==> src/rtl/pe_array_seq_ctrl.sv <==
// -----------------------------------------------------------------------------
// pe_array_seq_ctrl
//   Sequencer for a ROW x COL PE array. It waits for the double-buffered
//   activation and weight RFs to be filled, then sweeps the RF read address (k)
//   and the psum address (p) over a K x P tile. It runs N tiles back to back
//   with no bubble when the other buffer pair is already full. After that it
//   drains the MAC pipeline and hands the psums to psum_su_adder.
//
// Ports
//   clk, reset            : rising-edge clock, asynchronous active-low reset
//   start, abort          : run start pulse (IDLE only) / synchronous clear
//   cfg_k_len/p_len/n_tiles/row_mask : run configuration, latched on start
//   *_buf{1,2}_send_finish: gbf controller has filled a buffer
//   su_add_finish         : psum_su_adder has consumed the psums
//   MAC_en                : per-PE MAC enable, bit r*COL+c -> PE (r,c)
//   actv_sel, wgt_sel     : RF buffer being read (0 = buf1, 1 = buf2)
//   actv_r_addr, wgt_r_addr, psum_en, psum_addr : compute-side addressing
//   psum_wr_en, psum_write_addr : psum_en/psum_addr delayed MAC_LAT cycles
//   *_rf{1,2}_need_data   : buffer fill requests
//   pe_psum_finish        : psums ready (level); conv_finish, turn_off: pulses
//   busy                  : state != IDLE
// -----------------------------------------------------------------------------
module pe_array_seq_ctrl #(
    parameter int ROW                = 16,
    parameter int COL                = 16,
    parameter int RF_ADDR_BITWIDTH   = 2,
    parameter int PSUM_ADDR_BITWIDTH = 2,
    parameter int TILE_BITWIDTH      = 8,
    parameter int MAC_LAT            = 1
) (
    input  logic                            clk,
    input  logic                            reset,
    input  logic                            start,
    input  logic                            abort,
    input  logic [RF_ADDR_BITWIDTH:0]       cfg_k_len,
    input  logic [PSUM_ADDR_BITWIDTH:0]     cfg_p_len,
    input  logic [TILE_BITWIDTH-1:0]        cfg_n_tiles,
    input  logic [ROW-1:0]                  cfg_row_mask,
    input  logic                            actv_buf1_send_finish,
    input  logic                            actv_buf2_send_finish,
    input  logic                            wgt_buf1_send_finish,
    input  logic                            wgt_buf2_send_finish,
    input  logic                            su_add_finish,
    output logic [ROW*COL-1:0]              MAC_en,
    output logic                            actv_sel,
    output logic                            wgt_sel,
    output logic [RF_ADDR_BITWIDTH-1:0]     actv_r_addr,
    output logic [RF_ADDR_BITWIDTH-1:0]     wgt_r_addr,
    output logic                            psum_en,
    output logic [PSUM_ADDR_BITWIDTH-1:0]   psum_addr,
    output logic                            psum_wr_en,
    output logic [PSUM_ADDR_BITWIDTH-1:0]   psum_write_addr,
    output logic                            actv_rf1_need_data,
    output logic                            actv_rf2_need_data,
    output logic                            wgt_rf1_need_data,
    output logic                            wgt_rf2_need_data,
    output logic                            pe_psum_finish,
    output logic                            conv_finish,
    output logic                            turn_off,
    output logic                            busy
);

    localparam int KW = RF_ADDR_BITWIDTH + 1;
    localparam int PW = PSUM_ADDR_BITWIDTH + 1;
    localparam logic [KW-1:0] K_DEPTH = KW'(1 << RF_ADDR_BITWIDTH);
    localparam logic [PW-1:0] P_DEPTH = PW'(1 << PSUM_ADDR_BITWIDTH);
    localparam logic [KW-1:0] K_ONE   = KW'(1);
    localparam logic [PW-1:0] P_ONE   = PW'(1);
    localparam logic [TILE_BITWIDTH-1:0] T_ONE = TILE_BITWIDTH'(1);
    localparam logic [2:0] DRAIN_LAST = 3'(MAC_LAT - 1);

    typedef enum logic [2:0] {
        S_IDLE      = 3'd0,
        S_WAIT_DATA = 3'd1,
        S_COMPUTE   = 3'd2,
        S_DRAIN     = 3'd3,
        S_WAIT_SU   = 3'd4,
        S_DONE      = 3'd5
    } state_t;

    // A length of 0 or above the RF depth selects the full depth.
    function automatic logic [KW-1:0] clamp_k(input logic [KW-1:0] v);
        if ((v == {KW{1'b0}}) || (v > K_DEPTH)) begin
            return K_DEPTH;
        end else begin
            return v;
        end
    endfunction

    function automatic logic [PW-1:0] clamp_p(input logic [PW-1:0] v);
        if ((v == {PW{1'b0}}) || (v > P_DEPTH)) begin
            return P_DEPTH;
        end else begin
            return v;
        end
    endfunction

    function automatic logic [TILE_BITWIDTH-1:0] clamp_n(input logic [TILE_BITWIDTH-1:0] v);
        if (v == {TILE_BITWIDTH{1'b0}}) begin
            return T_ONE;
        end else begin
            return v;
        end
    endfunction

    // Each row-mask bit is replicated across all COL PEs of that row.
    function automatic logic [ROW*COL-1:0] mask_expand(input logic [ROW-1:0] m);
        logic [ROW*COL-1:0] e;
        e = {(ROW*COL){1'b0}};
        for (int r = 0; r < ROW; r++) begin
            for (int c = 0; c < COL; c++) begin
                e[r*COL+c] = m[r];
            end
        end
        return e;
    endfunction

    state_t                        state_r;
    logic [KW-1:0]                 k_len_r;
    logic [PW-1:0]                 p_len_r;
    logic [TILE_BITWIDTH-1:0]      n_tiles_r;
    logic [ROW-1:0]                mask_r;
    logic [RF_ADDR_BITWIDTH-1:0]   k_r;
    logic [PSUM_ADDR_BITWIDTH-1:0] p_r;
    logic                          sel_r;
    logic [TILE_BITWIDTH-1:0]      tile_cnt_r;
    logic [2:0]                    drain_cnt_r;
    logic [1:0]                    actv_full_r;
    logic [1:0]                    wgt_full_r;
    logic [TILE_BITWIDTH-1:0]      actv_sent_r;
    logic [TILE_BITWIDTH-1:0]      wgt_sent_r;
    logic [1:0]                    actv_need_r;
    logic [1:0]                    wgt_need_r;
    logic [ROW*COL-1:0]            mac_en_r;
    logic                          psum_en_r;
    logic                          pe_psum_finish_r;
    logic                          conv_finish_r;
    logic                          turn_off_r;
    logic                          busy_r;
    logic                          wr_pipe_r [MAC_LAT];
    logic [PSUM_ADDR_BITWIDTH-1:0] waddr_pipe_r [MAC_LAT];

    logic [1:0]               actv_acc_s;
    logic [1:0]               wgt_acc_s;
    logic [1:0]               actv_full_set_s;
    logic [1:0]               wgt_full_set_s;
    logic [1:0]               clr_mask_s;
    logic [1:0]               actv_full_next_s;
    logic [1:0]               wgt_full_next_s;
    logic [TILE_BITWIDTH-1:0] actv_sent_next_s;
    logic [TILE_BITWIDTH-1:0] wgt_sent_next_s;
    logic                     k_last_s;
    logic                     p_last_s;
    logic                     tile_end_s;
    logic                     tile_last_s;
    logic                     cur_ready_s;
    logic                     nxt_ready_s;

    // A fill is accepted only while running and only into an empty buffer.
    assign actv_acc_s = {2{busy_r}} & ~actv_full_r & {actv_buf2_send_finish, actv_buf1_send_finish};
    assign wgt_acc_s  = {2{busy_r}} & ~wgt_full_r  & {wgt_buf2_send_finish,  wgt_buf1_send_finish};
    assign actv_full_set_s = actv_full_r | actv_acc_s;
    assign wgt_full_set_s  = wgt_full_r  | wgt_acc_s;

    assign k_last_s    = ({1'b0, k_r} == (k_len_r - K_ONE));
    assign p_last_s    = ({1'b0, p_r} == (p_len_r - P_ONE));
    assign tile_end_s  = (state_r == S_COMPUTE) & k_last_s & p_last_s;
    assign tile_last_s = ((tile_cnt_r + T_ONE) == n_tiles_r);

    // The buffer being read is released on the last cycle of its tile.
    assign clr_mask_s       = tile_end_s ? (sel_r ? 2'b10 : 2'b01) : 2'b00;
    assign actv_full_next_s = actv_full_set_s & ~clr_mask_s;
    assign wgt_full_next_s  = wgt_full_set_s  & ~clr_mask_s;

    assign actv_sent_next_s = actv_sent_r + TILE_BITWIDTH'(actv_acc_s[0]) + TILE_BITWIDTH'(actv_acc_s[1]);
    assign wgt_sent_next_s  = wgt_sent_r  + TILE_BITWIDTH'(wgt_acc_s[0])  + TILE_BITWIDTH'(wgt_acc_s[1]);

    assign cur_ready_s = actv_full_r[sel_r] & wgt_full_r[sel_r];
    // Same-cycle fills count, so a fill landing on the last cycle avoids a bubble.
    assign nxt_ready_s = actv_full_set_s[~sel_r] & wgt_full_set_s[~sel_r];

    // Sequencer state machine with all control outputs registered.
    always_ff @(posedge clk or negedge reset) begin
        if (!reset) begin
            state_r          <= S_IDLE;
            k_len_r          <= {KW{1'b0}};
            p_len_r          <= {PW{1'b0}};
            n_tiles_r        <= {TILE_BITWIDTH{1'b0}};
            mask_r           <= {ROW{1'b0}};
            k_r              <= {RF_ADDR_BITWIDTH{1'b0}};
            p_r              <= {PSUM_ADDR_BITWIDTH{1'b0}};
            sel_r            <= 1'b0;
            tile_cnt_r       <= {TILE_BITWIDTH{1'b0}};
            drain_cnt_r      <= 3'd0;
            actv_full_r      <= 2'b00;
            wgt_full_r       <= 2'b00;
            actv_sent_r      <= {TILE_BITWIDTH{1'b0}};
            wgt_sent_r       <= {TILE_BITWIDTH{1'b0}};
            actv_need_r      <= 2'b00;
            wgt_need_r       <= 2'b00;
            mac_en_r         <= {(ROW*COL){1'b0}};
            psum_en_r        <= 1'b0;
            pe_psum_finish_r <= 1'b0;
            conv_finish_r    <= 1'b0;
            turn_off_r       <= 1'b0;
            busy_r           <= 1'b0;
        end else if (abort) begin
            state_r          <= S_IDLE;
            k_len_r          <= {KW{1'b0}};
            p_len_r          <= {PW{1'b0}};
            n_tiles_r        <= {TILE_BITWIDTH{1'b0}};
            mask_r           <= {ROW{1'b0}};
            k_r              <= {RF_ADDR_BITWIDTH{1'b0}};
            p_r              <= {PSUM_ADDR_BITWIDTH{1'b0}};
            sel_r            <= 1'b0;
            tile_cnt_r       <= {TILE_BITWIDTH{1'b0}};
            drain_cnt_r      <= 3'd0;
            actv_full_r      <= 2'b00;
            wgt_full_r       <= 2'b00;
            actv_sent_r      <= {TILE_BITWIDTH{1'b0}};
            wgt_sent_r       <= {TILE_BITWIDTH{1'b0}};
            actv_need_r      <= 2'b00;
            wgt_need_r       <= 2'b00;
            mac_en_r         <= {(ROW*COL){1'b0}};
            psum_en_r        <= 1'b0;
            pe_psum_finish_r <= 1'b0;
            conv_finish_r    <= 1'b0;
            turn_off_r       <= 1'b0;
            busy_r           <= 1'b0;
        end else begin
            actv_full_r <= actv_full_next_s;
            wgt_full_r  <= wgt_full_next_s;
            actv_sent_r <= actv_sent_next_s;
            wgt_sent_r  <= wgt_sent_next_s;
            // Requests are computed from current flags, so they lag by one cycle.
            actv_need_r <= {2{busy_r}} & ~actv_full_r & {2{actv_sent_r < n_tiles_r}};
            wgt_need_r  <= {2{busy_r}} & ~wgt_full_r  & {2{wgt_sent_r  < n_tiles_r}};

            case (state_r)
                S_IDLE: begin
                    if (start) begin
                        k_len_r     <= clamp_k(cfg_k_len);
                        p_len_r     <= clamp_p(cfg_p_len);
                        n_tiles_r   <= clamp_n(cfg_n_tiles);
                        mask_r      <= cfg_row_mask;
                        sel_r       <= 1'b0;
                        tile_cnt_r  <= {TILE_BITWIDTH{1'b0}};
                        actv_full_r <= 2'b00;
                        wgt_full_r  <= 2'b00;
                        actv_sent_r <= {TILE_BITWIDTH{1'b0}};
                        wgt_sent_r  <= {TILE_BITWIDTH{1'b0}};
                        busy_r      <= 1'b1;
                        state_r     <= S_WAIT_DATA;
                    end else begin
                        busy_r      <= 1'b0;
                    end
                end
                S_WAIT_DATA: begin
                    if (cur_ready_s) begin
                        k_r       <= {RF_ADDR_BITWIDTH{1'b0}};
                        p_r       <= {PSUM_ADDR_BITWIDTH{1'b0}};
                        mac_en_r  <= mask_expand(mask_r);
                        psum_en_r <= 1'b1;
                        state_r   <= S_COMPUTE;
                    end else begin
                        state_r   <= S_WAIT_DATA;
                    end
                end
                S_COMPUTE: begin
                    if (tile_end_s) begin
                        sel_r      <= ~sel_r;
                        tile_cnt_r <= tile_cnt_r + T_ONE;
                        if (tile_last_s) begin
                            mac_en_r    <= {(ROW*COL){1'b0}};
                            psum_en_r   <= 1'b0;
                            drain_cnt_r <= 3'd0;
                            state_r     <= S_DRAIN;
                        end else if (nxt_ready_s) begin
                            k_r <= {RF_ADDR_BITWIDTH{1'b0}};
                            p_r <= {PSUM_ADDR_BITWIDTH{1'b0}};
                        end else begin
                            mac_en_r  <= {(ROW*COL){1'b0}};
                            psum_en_r <= 1'b0;
                            state_r   <= S_WAIT_DATA;
                        end
                    end else if (k_last_s) begin
                        k_r <= {RF_ADDR_BITWIDTH{1'b0}};
                        p_r <= p_r + {{(PSUM_ADDR_BITWIDTH-1){1'b0}}, 1'b1};
                    end else begin
                        k_r <= k_r + {{(RF_ADDR_BITWIDTH-1){1'b0}}, 1'b1};
                    end
                end
                S_DRAIN: begin
                    // Hold here until the last psum write has left the delay pipe.
                    if (drain_cnt_r == DRAIN_LAST) begin
                        pe_psum_finish_r <= 1'b1;
                        state_r          <= S_WAIT_SU;
                    end else begin
                        drain_cnt_r <= drain_cnt_r + 3'd1;
                    end
                end
                S_WAIT_SU: begin
                    if (su_add_finish) begin
                        pe_psum_finish_r <= 1'b0;
                        conv_finish_r    <= 1'b1;
                        turn_off_r       <= 1'b1;
                        state_r          <= S_DONE;
                    end else begin
                        pe_psum_finish_r <= 1'b1;
                    end
                end
                S_DONE: begin
                    conv_finish_r <= 1'b0;
                    turn_off_r    <= 1'b0;
                    busy_r        <= 1'b0;
                    state_r       <= S_IDLE;
                end
                default: begin
                    mac_en_r         <= {(ROW*COL){1'b0}};
                    psum_en_r        <= 1'b0;
                    pe_psum_finish_r <= 1'b0;
                    conv_finish_r    <= 1'b0;
                    turn_off_r       <= 1'b0;
                    busy_r           <= 1'b0;
                    state_r          <= S_IDLE;
                end
            endcase
        end
    end

    // MAC_LAT-deep delay line from psum_en/psum_addr to the psum write port.
    always_ff @(posedge clk or negedge reset) begin
        if (!reset) begin
            for (int i = 0; i < MAC_LAT; i++) begin
                wr_pipe_r[i]    <= 1'b0;
                waddr_pipe_r[i] <= {PSUM_ADDR_BITWIDTH{1'b0}};
            end
        end else if (abort) begin
            for (int i = 0; i < MAC_LAT; i++) begin
                wr_pipe_r[i]    <= 1'b0;
                waddr_pipe_r[i] <= {PSUM_ADDR_BITWIDTH{1'b0}};
            end
        end else begin
            wr_pipe_r[0]    <= psum_en_r;
            waddr_pipe_r[0] <= p_r;
            for (int i = 1; i < MAC_LAT; i++) begin
                wr_pipe_r[i]    <= wr_pipe_r[i-1];
                waddr_pipe_r[i] <= waddr_pipe_r[i-1];
            end
        end
    end

    assign MAC_en             = mac_en_r;
    assign actv_sel           = sel_r;
    assign wgt_sel            = sel_r;
    assign actv_r_addr        = k_r;
    assign wgt_r_addr         = k_r;
    assign psum_en            = psum_en_r;
    assign psum_addr          = p_r;
    assign psum_wr_en         = wr_pipe_r[MAC_LAT-1];
    assign psum_write_addr    = waddr_pipe_r[MAC_LAT-1];
    assign actv_rf1_need_data = actv_need_r[0];
    assign actv_rf2_need_data = actv_need_r[1];
    assign wgt_rf1_need_data  = wgt_need_r[0];
    assign wgt_rf2_need_data  = wgt_need_r[1];
    assign pe_psum_finish     = pe_psum_finish_r;
    assign conv_finish        = conv_finish_r;
    assign turn_off           = turn_off_r;
    assign busy               = busy_r;

endmodule
==> config.mk <==
export PLATFORM = sky130hd
export DESIGN_NAME = pe_array_seq_ctrl
export DESIGN_NICKNAME = d
export VERILOG_FILES = /design/src/rtl/pe_array_seq_ctrl.sv
export SDC_FILE = /design/constraint.sdc
export NUM_CORES = 1
export LEC_CHECK = 0
export ABC_AREA = 1
export BUFFER_PORTS_ARGS = -buffer_cell sky130_fd_sc_hd__buf_2
export CAP_MARGIN = 40
export CORE_MARGIN = 2
export CORE_UTILIZATION = 45
export DETAILED_ROUTE_END_ITERATION = 6
export PLACE_DENSITY = 0.76
export RECOVER_POWER = 25
export SLEW_MARGIN = 30
export SYNTH_ARGS = -nofsm -noshare
export SYNTH_HDL_FRONTEND = slang
export SYNTH_SLANG_ARGS = --single-unit
==> constraint.sdc <==
create_clock -name clk -period 3.3 [get_ports clk]
set_input_delay 0.66 -clock clk [delete_from_list [all_inputs] [get_ports clk]]
set_output_delay 0.66 -clock clk [all_outputs]
set_load 0.005 [all_outputs]
After elaboration in Yosys (flattened, before gate mapping)

Cells that the tools add are included.

Muxes and demuxes: 96
Equal/unequal tests: 23
Order comparisons: 6
$add $sub $neg: 10
Bitwise logic cells: 18
Reduce and logical (&&, ||, !) cells: 25

Operator list:

| kind                  | count |
|---|---|
| $mux W256             | 5 |
| $pmux W256 S3         | 1 |
| $mux W8               | 13 |
| $mux W3               | 19 |
| $mux W16              | 3 |
| $mux W2               | 21 |
| $add A8 B1 Y8         | 4 |
| $mux W1               | 24 |
| $ne A3 B3 Y1 const B  | 7 |
| $and A2 B2 Y2         | 8 |
| $lt A8 B8 Y1          | 2 |
| $ne A4 B4 Y1 const B  | 4 |
| $pmux W8 S2           | 1 |
| $reduce_or A4 Y1      | 4 |
| $pmux W3 S5           | 1 |
| $logic_not A3 Y1      | 4 |
| $reduce_and A4 Y1     | 3 |
| $reduce_and A5 Y1     | 2 |
| $reduce_bool A3 Y1    | 3 |
| $add A8 B1 Y8 const B | 1 |
| $eq A8 B8 Y1          | 1 |
| $logic_not A8 Y1      | 1 |
| $ne A2 B1 Y1 const B  | 4 |
| $pmux W2 S2           | 2 |
| other kinds (20)      | 40 |

Input bits: 39
Logic and storage cells: 201
Register bits after elaboration: 336

Logic depth before layout (Yosys ltp)

Gate-level depths: netlist of the first run.

Depth after elaboration: 12
Depth in mapped cells: 14

Worst setup path before layout of the first run

OpenSTA, ideal clock, no wires.

Kind: in2reg
From: in wgt_buf2_send_finish
To: reg wgt_sent_r[6]
Buffers on the path: 0
Setup slack: 1.382 ns
Setup time: 0.134 ns
Data arrival time: 1.784 ns
Cell stages on the path: 8
Cell sequence: nand3_1 fa_1 inv_1 ha_1 nand3_1 nor2_1 and3_1 nor3_1

Longest elaborated chain between the ends: 5

RTL lines:

| what                 | line | source |
|---|---|---|
| start, declared      | 42   | `input logic wgt_buf2_send_finish,` |
| $and A2 B2 Y2 (*)    | 161  | `assign wgt_acc_s = {2{busy_r}} & ~wgt_full_r & {wgt_buf2_send_finish, wgt_buf1_send_finish};` |
| $add A8 B1 Y8 (*)    | 176  | `assign wgt_sent_next_s = wgt_sent_r + TILE_BITWIDTH'(wgt_acc_s[0]) + TILE_BITWIDTH'(wgt_acc_s[1]);` |
| $mux W8              | 241  | `if (start) begin` |
| $mux W8 (*)          | 239  | `case (state_r)` |
| $mux W8 (*)          | 207  | `end else if (abort) begin` |
| end signal, assigned | 221  | `wgt_sent_r <= {TILE_BITWIDTH{1'b0}};` |
| end signal, assigned | 234  | `wgt_sent_r <= wgt_sent_next_s;` |
| end signal, assigned | 251  | `wgt_sent_r <= {TILE_BITWIDTH{1'b0}};` |
| end, declared        | 131  | `logic [TILE_BITWIDTH-1:0] wgt_sent_r;` |

Mark *: on every way between the ends. The rest lies on a longest branch, timed or not.
A chain may end at the register's enable or synchronous reset.

==> results of run 1 <==
-- routing by layer --
layer | vias to the layer above | wire, um
met5 | - | 0
li1 | 2738 | -
met1 | 2590 | 6790
met4 | 0 | 259
met3 | 21 | 856
met2 | 211 | 8340
-- path summary, 6_finish.rpt --
check / startpoint / endpoint / slack (ps) / cells after the start
max in group clk: k_len_r[0] / MAC_en[254] / 1020 / 11
min in group asynchronous: reset / k_len_r[1] / 590 / 1
worst max-delay path: reset / n_tiles_r[4] / 900 / 2
worst min-delay path: wgt_full_r[1] / wgt_need_r[1] / 500 / 1
worst min register to register: wgt_full_r[1] / wgt_need_r[1] / 500 / 1
worst max register to register: k_len_r[0] / MAC_en[254] / 1020 / 11
-- per-stage QoR --
stage | instances | util (%) | power [W] | setup WS, ps
after floorplan | 881 | - | 0.00167 | 1380
after global placement | 1150 | 46.0 | 0.00177 | 1100
after detailed placement | 1150 | 46.0 | 0.00178 | 1030
after CTS | 1166 | 47.9 | 0.00276 | 996
after global routing | 1167 | 47.7 | 0.00288 | 473
final | 1167 | 47.7 | 0.00273 | 902
-- synth_stat cells, drive strengths merged (3+ instances only) --
cell type and instances:
and3 5, inv 87, nand3 46, dfrtp 96, nor3 30, o21ai 43
ha 23, nor2 56, o22ai 6, buf 250, o21bai 3, nor4 6
nand2 140, or2 3, xor2 7, xnor2 4, a21oi 21, nand4 26
o211ai 3, clkbuf 11
-- kinds of logic (layout without fill, tap and decap cells) --
group,count (synthesis),in the layout,share of synthesized area (%)
buf+inv,350,425,32.1
simple gates,315,315,21.5
flops,96,96,33.8
compound gates,84,84,6.64
fa+ha+maj,25,25,4.61
xor+xnor,11,11,1.36
-- power groups by stage --
stage / clock (W) / sequential, W / combinational [W]
3_3_place_gp: 0 / 0.00131 / 0.000462
5_1_grt: 0.00106 / 0.00130 / 0.000528
6_report: 0.000977 / 0.00129 / 0.000465
4_1_cts: 0.00100 / 0.00129 / 0.000474
3_5_place_dp: 0 / 0.00131 / 0.000471
2_1_floorplan: 0 / 0.00130 / 0.000368
-- registers in the layout, indices dropped and copies added, names as in the netlist, 2 cells and up --
signal,cells
MAC_en,16
mask_r,16
n_tiles_r,8
actv_full_r,2
actv_need_r,2
actv_sent_r,8
p_len_r,3
tile_cnt_r,8
psum_write_addr,2
drain_cnt_r,3
actv_r_addr,2
wgt_need_r,2
wgt_sent_r,8
wgt_full_r,2
psum_addr,2
k_len_r,3
state_r,3
-- cell type report --
cell class / count / area (sq um)
Clock buffer: 9 / 225
Clock inverter: 7 / 53.8
Fill cell: 1496 / 8010
Inverter: 89 / 334
Multi-Input combinational cell: 435 / 2430
Sequential cell: 96 / 2400
Tap cell: 211 / 264
Timing Repair Buffer: 320 / 1600
==> results.yml, run 1 <==
worst_setup_path:
  arrival_ps: 2680
  critPathBufInv: 2
  cp_slowest_cell: "clkbuf_2"
  endpoint_kind: "asynchronous set/reset pin"
  crit_top_cell: "clkbuf_2"
  slowest_delay_ps: 1030
  path_class: "input pin to asynchronous set/reset pin"
  worstPathRequired_ps: 3580
  cp_max_fo: 51
  cp_top_family: "buffers and inverters"
  critPathLaunchType: "input pin"
  path_cells: "clkbuf_2 > clkbuf_2"
timing:
  rsz0062_at_grt: "no"
  fin_crit_ps: 2400
  slew_headroom_pct: 14.8
  worstMarginPinSlew_ps: 1280
  setup_violations: 0
  whs_ps: 497
  hold_viol: 0
  tns_ps: 0
  max_freq_ghz: 0.417
  maxSlewViolCount: 0
  worst_clock_skew_ps: 7.99
  post-route-period-util_pct: 72.7
routing:
  ant_nets: 0
  vias: 5560
  drt_iter0_drc: 283
  totalWireLength_mm: 16.3
  wl_per_cell_um: 13.9
  first_pass_iters: 5
  viasPerCell: 4.76
  drc: 0
clock_tree:
  tritoncts: "done"
  cts_resized: 0
  cts.sinks: 96
  clock_latency_ps: 350
  cts_made_buffers: 9
  h-tree-depth: 3
  clk_pin_slew_ps: 70
  cts.path.max_buffers: 2
  root_buffer: "clkbuf_16"
  cts_hold_buf: 0
  cts_setup_buffers: 0
grt:
  grt_max_degree: 52
  grt_pass1_vias: 4755
  met1_usage_pct: 23.6
  grt_pass1_wl_mm: 24.0
  overflow: 0
  grt_util_all_layers_pct: 18.2
  busiest_layer: "met2"
  grt_use_met3_pct: 2.31
  use_met2_pct: 31.3
  antenna_found_initial: 0
finish:
  n_antenna_cell: 0
  fin_nets: 1015
  final_common_cell: "buf_2"
  area_growth_pct: 2.85
  final_area_sq_um: 7310
  final_cell_mix: "buf_2, nand2_1, dfrtp_1, inv_1, nor2_1"
  drive_gt1_share_pct: 37.2
floorplan:
  start_util_pct: 46.4
  dieArea_sq_um: 16800
  boundaryPins: 315
  fp.dieH_um: 130
  core_area_sq_um: 15300
  die-width_um: 130
  num_rows: 45
placement:
  post_dp_cell_area_sq_um: 7050
  gp_congestion: 0.869
  hpwl_mm: 12.5
  io_buffers: 314
pwr:
  seq_power_share_pct: 47.1
  switching_share_pct: 29.6
  leakage_nw: 4.37
  irDropWorstVdd_uv: 234
  powerDensity_nw_per_um2: 373
  p_int_w: 0.00192
  clock_power_share_pct: 35.8
  p_sw_w: 0.000807
  share_comb_of_total_power_pct: 17.0
outcome:
  status: "finished, final reports clean"
synth:
  synth_area_sq_um: 7100
  synthCells: 881
  ys_seq_area_share_pct: 33.8
  async_flop_share_pct: 100
  synth_top_area_cell: "dfrtp_1"
  ys_dominant_reg_cell: "dfrtp_1"
  syn_area_per_cell_sq_um: 8.06
  synth_edf_count: 0
  synth_top_area_share_pct: 33.8
  synth.distinct_cells: 47
  yosys_register_bits: 96
  ys_warn_count: 0
  syn_nets: 945
  synthTopCellsByArea: "dfrtp_1, buf_4, nand2_1"
run:
  max_cap_viol_count: 0
worst_hold_path:
  min_path_type: "register to register"
Note: power is estimated with default switching activity, not from simulation.
==> run 2, diff against run 1 <==
--- a/config.mk
+++ b/config.mk
@@ -9,9 +9,9 @@
 export BUFFER_PORTS_ARGS = -buffer_cell sky130_fd_sc_hd__buf_2
 export CAP_MARGIN = 40
 export CORE_MARGIN = 2
-export CORE_UTILIZATION = 45
+export CORE_UTILIZATION = 44
 export DETAILED_ROUTE_END_ITERATION = 6
-export PLACE_DENSITY = 0.76
+export PLACE_DENSITY = 0.77
 export RECOVER_POWER = 25
 export SLEW_MARGIN = 30
 export SYNTH_ARGS = -nofsm -noshare
==> constraint.sdc (replaced) <==
create_clock -name clk -period 2 [get_ports clk]
set_input_delay 0.4 -clock clk [delete_from_list [all_inputs] [get_ports clk]]
set_output_delay 0.4 -clock clk [all_outputs]
set_load 0.005 [all_outputs]
==> run 2 against run 1 <==
Compared with the run above:
- critical path depth increased by 9
- register-to-register slack lost 1000 ps
- total power rose by 68%
- die area increased by 2.2%
- clock-buffer cell count is 3 higher
- via count grew 3.2%
- cell area grew 6.7%
- flip-flop and latch count unchanged
- hold slack worse by 230 ps
- routed wire length increased by 2.6%
- setup slack got worse by 890 ps
- highest routed layer unchanged
==> results.yml, run 2 (same netlist as run 1, synthesis figures left out) <==
worst_setup_path:
  critPathLaunchType: "register"
  path_class: "register to register"
  r2r_start: "k_len_r[0]"
  r2r-end: "psum_addr[1]"
  worstPathRequired_ps: 2230
  slowest_delay_ps: 390
  path_cells: "inv_2 > ha_4 > xor2_2 > nand2_1 > nor2_2 > nand3b_1 > nor2_2 > nand4_1 > buf_4 > nand4_1 > nand2_1"
  endpoint_kind: "register"
  cp_slowest_cell: "dfrtp_1"
  arrival_ps: 2220
  r2r_slack_ps: 9
  r2r_cells: 11
  cp_max_fo: 4
finish:
  area_growth_pct: 9.79
  final_common_cell: "buf_2"
  drive_gt1_share_pct: 43.5
  final_area_sq_um: 7800
  n_antenna_cell: 0
  final_cell_mix: "buf_2, nand2_1, dfrtp_1, inv_1, nor2_1"
  fin_nets: 1056
  n_fill_cell: 1489
floorplan:
  boundaryPins: 315
  core_area_sq_um: 15800
  fp.dieH_um: 131
  num_rows: 46
  start_util_pct: 44.9
  die-width_um: 131
  dieArea_sq_um: 17200
timing:
  maxSlewViolCount: 0
  rsz0062_at_grt: "yes"
  max_freq_ghz: 0.502
  hold_viol: 0
  whs_ps: 267
  setup_violations: 0
  worst_clock_skew_ps: 5.99
  slew_headroom_pct: 46.6
  worstMarginPinSlew_ps: 802
  post-route-period-util_pct: 99.6
  fin_ws_ps: 8.59
  tns_ps: 0
  fin_crit_ps: 1990
pwr:
  leakage_nw: 4.62
  share_comb_of_total_power_pct: 18.6
  clock_power_share_pct: 35.2
  switching_share_pct: 28.5
  p_sw_w: 0.00130
  powerDensity_nw_per_um2: 588
  seq_power_share_pct: 46.3
  irDropWorstVdd_uv: 418
  p_total_w: 0.00458
  p_int_w: 0.00328
outcome:
  status: "finished, final reports clean"
placement:
  gp_congestion: 0.913
  hpwl_mm: 12.4
  io_buffers: 314
  post_dp_cell_area_sq_um: 7300
  dp_slack_ps: -104
worst_hold_path:
  min_path_type: "input pin to register"
  holdPathStages: 3
  hold-path-endpoint: "mask_r[13]"
  holdCritStartpoint: "cfg_row_mask[13]"
routing:
  viasPerCell: 4.73
  ant_nets: 0
  drt_iter0_drc: 260
  drc: 0
  vias: 5737
  wl_per_cell_um: 13.8
  totalWireLength_mm: 16.7
  first_pass_iters: 4
clock_tree:
  cts.path.max_buffers: 2
  root_buffer: "clkbuf_16"
  cts.sinks: 96
  cts_made_buffers: 9
  tritoncts: "done"
  clk_pin_slew_ps: 60
  h-tree-depth: 3
  clock_latency_ps: 340
grt:
  grt_util_all_layers_pct: 17.8
  overflow: 0
  grt_pass1_vias: 4923
  grt_pass1_wl_mm: 24.1
  grt_max_degree: 39
  antenna_found_initial: 0
run:
  max_cap_viol_count: 0
-- run 2: cell count changes in the layout (fill, tap and decap cells not counted), sizes merged --
cell,previous run,this run
clkbuf,24,23
nand3,46,48
clkinvlp,3,1
dlygate4sd3,0,1
inv,89,87
buf,305,347
-- run 2: routing by layer --
| metal | up-vias | routed length (um) | GRT usage (%) |
|---|---|---|---|
| li1 | 2823 | - | - |
| met1 | 2685 | 7080 | 22.6 |
| met2 | 206 | 8470 | 31.3 |
| met3 | 23 | 821 | 2.44 |
| met4 | 0 | 303 | 6.38 |
| met5 | - | 0 | 0 |
-- run 2: worst max-delay path, delay by kind of cell, from the launching register on --
| kind | cells | cell delay (ps) |
|---|---|---|
| xor+xnor | 1 | 160 |
| fa+ha+maj | 1 | 200 |
| buf+inv | 2 | 270 |
| flops | 1 | 390 |
| simple gates | 7 | 870 |
-- run 2: final cells by class --
cell class / count / area [sq um] / share of cell area (%)
Inverter: 89 / 334 / 4.28
Timing Repair Buffer: 359 / 1940 / 24.8
Clock inverter: 3 / 17.5 / 0.225
Clock buffer: 12 / 256 / 3.29
Sequential cell: 96 / 2400 / 30.8
Tap cell: 216 / 270 / 3.46
Multi-Input combinational cell: 437 / 2580 / 33.1
-- run 2: power groups by stage --
stage	Sequential [W]	Combinational, W	Clock [W]
after detailed placement	0.00215	0.000817	0
final	0.00212	0.000851	0.00161
after CTS	0.00212	0.000836	0.00164
after global placement	0.00215	0.000805	0
after floorplan	0.00214	0.000608	0
after global routing	0.00214	0.000956	0.00172
-- run 2: how the worst max path moves through the flow --
stage | to | from | slack (ps)
after floorplan | state_r[1] | k_len_r[0] | 140
after global placement | MAC_en[111] | k_len_r[0] | 6
after detailed placement | MAC_en[79] | k_len_r[0] | -100
after CTS | actv_r_addr[1] | k_len_r[1] | 4
after global routing | state_r[1] | tile_cnt_r[1] | -100
final | psum_addr[1] | k_len_r[0] | 9
-- run 2: per-stage QoR --
stage	std cells	utilization [%]
5_1_grt	1212	49.3
4_1_cts	1204	48.3
6_report	1212	49.3
2_1_floorplan	881	-
3_3_place_gp	1182	46.1
3_5_place_dp	1182	46.1
-- run 2: what timing repair did --
action | in CTS | in global routing
cloned | 1 | 1
hold buffers | 1 | 0
setup buffers | 5 | 7
setup endpoints to repair | 29 | 38
gates resized for setup | 5 | 37
pin swaps | 6 | 12
endpoints found under the hold margin | 11 | 0
